File: src/rtl/alu_reservation_station.sv
// Purpose: ALU reservation station; buffers issued ops until both operands are known, snoops ALU/LSB broadcasts, dispatches one ready op per cycle.
// Latency: op issued with no pending operand at edge N is dispatched (alu_en=1) after edge N+1; a woken op dispatches the cycle after wakeup.
// Backpressure: rs_full is high when no entry is free (issues are then dropped); rdy=0 freezes all state. Optional macro RS_AGE_SELECT_EN selects oldest-first dispatch.
module alu_reservation_station #(
    parameter int RS_SIZE   = 16,
    parameter int RS_IDX_W  = 4,
    parameter int ROB_POS_W = 4
) (
    input  logic                 clk,
    input  logic                 rst,
    input  logic                 rdy,
    input  logic                 rollback,
    input  logic                 issue,
    input  logic [6:0]           iss_opcode,
    input  logic [2:0]           iss_func3,
    input  logic                 iss_func7,
    input  logic                 iss_has_dep1,
    input  logic [ROB_POS_W-1:0] iss_dep1,
    input  logic [31:0]          iss_val1,
    input  logic                 iss_has_dep2,
    input  logic [ROB_POS_W-1:0] iss_dep2,
    input  logic [31:0]          iss_val2,
    input  logic [31:0]          iss_imm,
    input  logic [31:0]          iss_pc,
    input  logic [ROB_POS_W-1:0] iss_rob_pos,
    output logic                 rs_full,
    input  logic                 alu_result,
    input  logic [ROB_POS_W-1:0] alu_result_rob_pos,
    input  logic [31:0]          alu_result_val,
    input  logic                 lsb_result,
    input  logic [ROB_POS_W-1:0] lsb_result_rob_pos,
    input  logic [31:0]          lsb_result_val,
    output logic                 alu_en,
    output logic [6:0]           opcode,
    output logic [2:0]           func3,
    output logic                 func7,
    output logic [31:0]          val1,
    output logic [31:0]          val2,
    output logic [31:0]          imm,
    output logic [31:0]          pc,
    output logic [ROB_POS_W-1:0] rob_pos
);

    typedef struct packed {
        logic [6:0]           opcode;
        logic [2:0]           func3;
        logic                 func7;
        logic                 has_dep1;
        logic [ROB_POS_W-1:0] dep1;
        logic [31:0]          val1;
        logic                 has_dep2;
        logic [ROB_POS_W-1:0] dep2;
        logic [31:0]          val2;
        logic [31:0]          imm;
        logic [31:0]          pc;
        logic [ROB_POS_W-1:0] rob_pos;
    } entry_t;

    entry_t               ent     [RS_SIZE];
    entry_t               ent_nxt [RS_SIZE];
    entry_t               iss_ent;
    logic [RS_SIZE-1:0]   busy;
    logic [RS_SIZE-1:0]   busy_nxt;
    logic [RS_SIZE-1:0]   ready;
    logic [RS_IDX_W-1:0]  free_idx;
    logic [RS_IDX_W-1:0]  sel_idx;
    logic                 sel_vld;
    logic                 issue_take;

    // Resolve one operand against both broadcast buses; returns {still_pending, value}.
    function automatic logic [32:0] snoop(input logic has_dep, input logic [ROB_POS_W-1:0] dep,
                                          input logic [31:0] val);
        if (has_dep && alu_result && dep == alu_result_rob_pos)
            snoop = {1'b0, alu_result_val};
        else if (has_dep && lsb_result && dep == lsb_result_rob_pos)
            snoop = {1'b0, lsb_result_val};
        else
            snoop = {has_dep, val};
    endfunction

    // Lowest free slot, full flag and per-entry readiness from registered state.
    always_comb begin
        free_idx = '0;
        for (int i = RS_SIZE - 1; i >= 0; i--) begin
            if (!busy[i]) free_idx = RS_IDX_W'(i);
        end
        rs_full    = &busy;
        issue_take = issue && !rs_full;
        for (int i = 0; i < RS_SIZE; i++) begin
            ready[i] = busy[i] && !ent[i].has_dep1 && !ent[i].has_dep2;
        end
    end

`ifdef RS_AGE_SELECT_EN
    logic [RS_IDX_W-1:0] age [RS_SIZE];
    logic [RS_IDX_W-1:0] best_age;

    // Oldest ready entry wins; strict compare keeps the lowest index on a tie.
    always_comb begin
        sel_vld  = 1'b0;
        sel_idx  = '0;
        best_age = '0;
        for (int i = 0; i < RS_SIZE; i++) begin
            if (ready[i] && (!sel_vld || age[i] > best_age)) begin
                sel_vld  = 1'b1;
                sel_idx  = RS_IDX_W'(i);
                best_age = age[i];
            end
        end
    end

    // New entry starts at age 0; every other live entry ages by one (saturating).
    always_ff @(posedge clk) begin
        if (rdy && issue_take) begin
            for (int i = 0; i < RS_SIZE; i++) begin
                if (RS_IDX_W'(i) == free_idx)
                    age[i] <= '0;
                else if (busy[i] && age[i] != '1)
                    age[i] <= age[i] + 1'b1;
            end
        end
    end
`else
    // Lowest-index ready entry wins.
    always_comb begin
        sel_vld = |ready;
        sel_idx = '0;
        for (int i = RS_SIZE - 1; i >= 0; i--) begin
            if (ready[i]) sel_idx = RS_IDX_W'(i);
        end
    end
`endif

    // Next entry payload: wakeup on every entry, the issued op (with forwarding) into the free slot.
    always_comb begin
        iss_ent          = '0;
        iss_ent.opcode   = iss_opcode;
        iss_ent.func3    = iss_func3;
        iss_ent.func7    = iss_func7;
        iss_ent.dep1     = iss_dep1;
        iss_ent.dep2     = iss_dep2;
        iss_ent.imm      = iss_imm;
        iss_ent.pc       = iss_pc;
        iss_ent.rob_pos  = iss_rob_pos;
        {iss_ent.has_dep1, iss_ent.val1} = snoop(iss_has_dep1, iss_dep1, iss_val1);
        {iss_ent.has_dep2, iss_ent.val2} = snoop(iss_has_dep2, iss_dep2, iss_val2);
        for (int i = 0; i < RS_SIZE; i++) begin
            ent_nxt[i] = ent[i];
            {ent_nxt[i].has_dep1, ent_nxt[i].val1} = snoop(ent[i].has_dep1, ent[i].dep1, ent[i].val1);
            {ent_nxt[i].has_dep2, ent_nxt[i].val2} = snoop(ent[i].has_dep2, ent[i].dep2, ent[i].val2);
            if (issue_take && free_idx == RS_IDX_W'(i)) ent_nxt[i] = iss_ent;
        end
    end

    // Busy vector update: dispatch frees one slot, issue claims one (never the same slot).
    always_comb begin
        busy_nxt = busy;
        if (sel_vld) busy_nxt[sel_idx] = 1'b0;
        if (issue_take) busy_nxt[free_idx] = 1'b1;
    end

    // Entry payload register; busy gates its meaning so it needs no reset.
    always_ff @(posedge clk) begin
        if (rdy) ent <= ent_nxt;
    end

    // Control state and registered dispatch bundle.
    always_ff @(posedge clk) begin
        if (!rst) begin
            busy    <= '0;
            alu_en  <= 1'b0;
            opcode  <= '0;
            func3   <= '0;
            func7   <= 1'b0;
            val1    <= '0;
            val2    <= '0;
            imm     <= '0;
            pc      <= '0;
            rob_pos <= '0;
        end else if (rdy) begin
            if (rollback) begin
                busy    <= '0;
                alu_en  <= 1'b0;
                opcode  <= '0;
                func3   <= '0;
                func7   <= 1'b0;
                val1    <= '0;
                val2    <= '0;
                imm     <= '0;
                pc      <= '0;
                rob_pos <= '0;
            end else begin
                busy   <= busy_nxt;
                alu_en <= sel_vld;
                if (sel_vld) begin
                    opcode  <= ent[sel_idx].opcode;
                    func3   <= ent[sel_idx].func3;
                    func7   <= ent[sel_idx].func7;
                    val1    <= ent[sel_idx].val1;
                    val2    <= ent[sel_idx].val2;
                    imm     <= ent[sel_idx].imm;
                    pc      <= ent[sel_idx].pc;
                    rob_pos <= ent[sel_idx].rob_pos;
                end
            end
        end
    end

endmodule

File: config.mk
export PLATFORM = sky130hd
export DESIGN_NAME = alu_reservation_station
export DESIGN_NICKNAME = d
export VERILOG_FILES = /design/src/rtl/alu_reservation_station.sv
export SDC_FILE = /design/constraint.sdc
export NUM_CORES = 2
export LEC_CHECK = 0
export CORE_MARGIN = 2
export CORE_UTILIZATION = 35
export CTS_CLUSTER_DIAMETER = 80
export CTS_CLUSTER_SIZE = 8
export DETAILED_ROUTE_END_ITERATION = 6
export GPL_ROUTABILITY_DRIVEN = 1
export PLACE_DENSITY = 0.58
export SLEW_MARGIN = 10
export SYNTH_ARGS = -nofsm -noshare
export SYNTH_HDL_FRONTEND = slang
export SYNTH_SLANG_ARGS = --single-unit
File: constraint.sdc
create_clock -name clk -period 8.1 [get_ports clk]
set_input_delay 1.62 -clock clk [delete_from_list [all_inputs] [get_ports clk]]
set_output_delay 1.62 -clock clk [all_outputs]
set_load 0.02 [all_outputs]
==> metrics.cfg <==
[global_route]
grt_start_max_net_pins=135
grt_antenna_before_repair=61
grt_util_all_layers=0.2797
wire_length_of_the_first_global_routing_pass_um=705300
grt_pass1_vias=89820
globalRoute.totalOverflow=0

[power_and_ir_drop]
leakage_power_uw=0.05321
irDropWorstVdd_uv=189.4
power_density_nw_per_um2=217.3

[run_status]
run_status=complete, no violations

[synthesis]
synth_cell_types=72
syn-instance-count=10010
avgSynthCellArea_um2=12.21
synthesis.yosys.warnings=0
mappedNetlistNets=10240
synth_largest_area_cell=sky130_fd_sc_hd__edfxtp_1
synth.yosys.seq_area_share=0.6280
synth_top_flop_cell=sky130_fd_sc_hd__edfxtp_1
async_reset_ff_frac=0
yosys_register_bits=2608
netlist_area_um2=122200
netlist_top_cells_area=sky130_fd_sc_hd__edfxtp_1, sky130_fd_sc_hd__mux2i_1, sky130_fd_sc_hd__a21oi_1
synth_top_area_share=0.6018
synth_edf_count=2448

[cts]
tritoncts_num_sinks=2608
cts-root-to-sink-buffers=4
postCtsHoldBufs=0
cts-buffers-inserted=366
cts.clk_slew.worst_paths_ps=50
clkLatencyLatePin_ps=970
htree_levels=5
cts_tree=done
ctsResizeCount=0
post_cts_repair_timing_setup_buffer_count=0
ctsRootBufferMaster=sky130_fd_sc_hd__clkbuf_16

[sta]
final-max-slew-violation-count=0
maxClockFrequency_mhz=169.2
timing.slew.headroom=0.1238
finalCritPeriodShare=0.7297
post-route-worst-setup-slack_ps=2189
grt_setup_unrepaired=no
tightestPinTransition_ps=1314
tns_ps=0
final_period_minus_worst_setup_slack_ps=5911
report.final.setup_viol=0
fin_worst_skew_ps=66.18
hold_viol_final=0

[min_path]
worst_hold_path_type=flip-flop to flip-flop

[placement]
numPlacedInstances=14180
dp_worst_setup_slack_ps=2053
gpl.final_weighted_congestion=0.9137
dpl.hpwl_um=272500
placement.io_buffers=376

[route]
num_vias=93880
post_route_drc_violation_count=0
post_drt_wl_per_cell_um=34.63
routed_length_on_met2_um=229600
met1Wirelength_um=189800
detailroute.wirelength.met3_um=64430
postRouteWirelength_um=514500
vias_per_cell=6.319
detail_route.iter0.violations=13880
route.top_layer_used=met5
drt_pass1_iterations=6
antenna_violating_nets_post_route=0

[finish]
multiInputGateArea_um2=41930
post_route_cells_drive_above_1_share=0.1008
fillers=31980
finish.net_count=10200
final-seq-area_um2=76710
final_cells=14860
area_growth_pct=16.19

[critical_path]
critPathCaptureType=flip-flop
cp.required_ps=8930
cp_data_arrival_time_ps=6750
critPathLaunchType=flip-flop
critical_path_class=flip-flop to flip-flop
critical_path_peak_fanout=42

[die]
placeableCoreArea_um2=346700
floorplan.initialDensity=0.3523
dieArea_um2=353800
boundaryPins=377
num_rows=216
die_x_um=594.8
die_height_um=594.8

[run]
timing.max_cap.violations=0

state kept, by name, summed over array words and instances, names as in the netlist:
name     count
imm         32
alu_en       1
ent       2448
func3        3
busy        16
pc          32
val1        32
opcode       7
val2        32
func7        1
rob_pos      4
worst max-delay path: stages, from the launching register on:
cell and delay (ps):
sky130_fd_sc_hd__dfxtp_1 410, sky130_fd_sc_hd__or3b_1 540, sky130_fd_sc_hd__nand4_1 480, sky130_fd_sc_hd__nor3_1 960
sky130_fd_sc_hd__and3_4 930, sky130_fd_sc_hd__nand3_4 940, sky130_fd_sc_hd__buf_4 720, sky130_fd_sc_hd__o221a_2 400
sky130_fd_sc_hd__o211ai_1 150, sky130_fd_sc_hd__o41ai_1 130
synthesized netlist by cell type (all sizes together) (15+ instances only):
| master | instances |
|---|---|
| a31oi | 44 |
| o221a | 19 |
| inv | 96 |
| buf | 270 |
| or4 | 37 |
| a21oi | 782 |
| clkbuf | 813 |
| o221ai | 157 |
| dfxtp | 160 |
| a221oi | 17 |
| o22ai | 521 |
| o41ai | 58 |
| xor2 | 182 |
| nand3 | 60 |
| mux2 | 141 |
| a32o | 77 |
| o21ai | 365 |
| mux2i | 1157 |
| and3 | 146 |
| a41oi | 53 |
| o211ai | 23 |
| nor3 | 408 |
| nand4 | 73 |
| edfxtp | 2448 |
| a21o | 81 |
| nand2 | 853 |
| nor4 | 63 |
| o21a | 72 |
| nor3b | 15 |
| xnor2 | 57 |
| nor2 | 606 |
| o32ai | 20 |
| o31ai | 20 |
final timing paths:
path / startpoint / to / slack, ps / depth (start not counted)
max: busy[0] / pc[25] / 2190 / 9
min: val1[7] / val1[7] / 460 / 2
max reg2reg: busy[0] / pc[25] / 2190 / 9
min reg2reg: val1[7] / val1[7] / 460 / 2
layout make-up:
type / count / area share
diodes: 28 / 0.0004937
clock buffers: 618 / 0.07208
clock inverters: 28 / 0.003385
inverters: 98 / 0.002618
multi-input cells: 6217 / 0.2954
flip-flops and latches: 2608 / 0.5405
well taps: 4578 / 0.04036
repair buffers: 681 / 0.04515
logic make-up (layout without fill, tap and decap cells):
group | after synthesis | after routing | synth area share
xor gates and xnor gates | 239 | 239 | 0.01714
buffers and inverters | 1181 | 1425 | 0.03782
and+or+nand+nor | 2297 | 2297 | 0.08395
muxes | 1298 | 1298 | 0.1078
DFF | 2608 | 2608 | 0.6280
AOI/OAI and AO/OA | 2383 | 2383 | 0.1253
other | 0 | 28 | 0
placed cells by master (no fill, tap or decap), types with 360 or more instances in the layout:
cell type	synthesis	routed
sky130_fd_sc_hd__a21oi_1	781	774
sky130_fd_sc_hd__clkbuf_16	0	371
sky130_fd_sc_hd__clkdlybuf4s50_1	0	367
sky130_fd_sc_hd__edfxtp_1	2448	2448
sky130_fd_sc_hd__mux2i_1	1157	1157
sky130_fd_sc_hd__nand2_1	852	831
sky130_fd_sc_hd__nor2_1	605	585
sky130_fd_sc_hd__nor3_1	407	406
sky130_fd_sc_hd__o21ai_0	364	360
sky130_fd_sc_hd__o22ai_1	521	521
report_power, final:
group | internal (µW) | switching, µW
registers | 14900 | 33.9
logic | 455 | 931
clock network | 8580 | 5970
routing by layer:
metal  vias up  global-route usage
met3      1669             0.07748
met4        26              0.1480
met2      7032              0.4344
met5         -                   0
met1     47060              0.3548
li1      38090                   -
metrics by stage:
step | cell area (µm²) | hold WS [ps] | utilization | power (µW)
floorplan | 122200 | 486.4 | - | 15930
global placement | 131200 | 439.1 | 0.3782 | 16450
detailed placement | 131200 | 446.0 | 0.3782 | 16490
CTS | 141900 | 460.7 | 0.4091 | 30860
global route | 141900 | 481.1 | 0.4092 | 31540
finish | 141900 | 456.6 | 0.4093 | 30840
(Power assumes the default switching activity.)
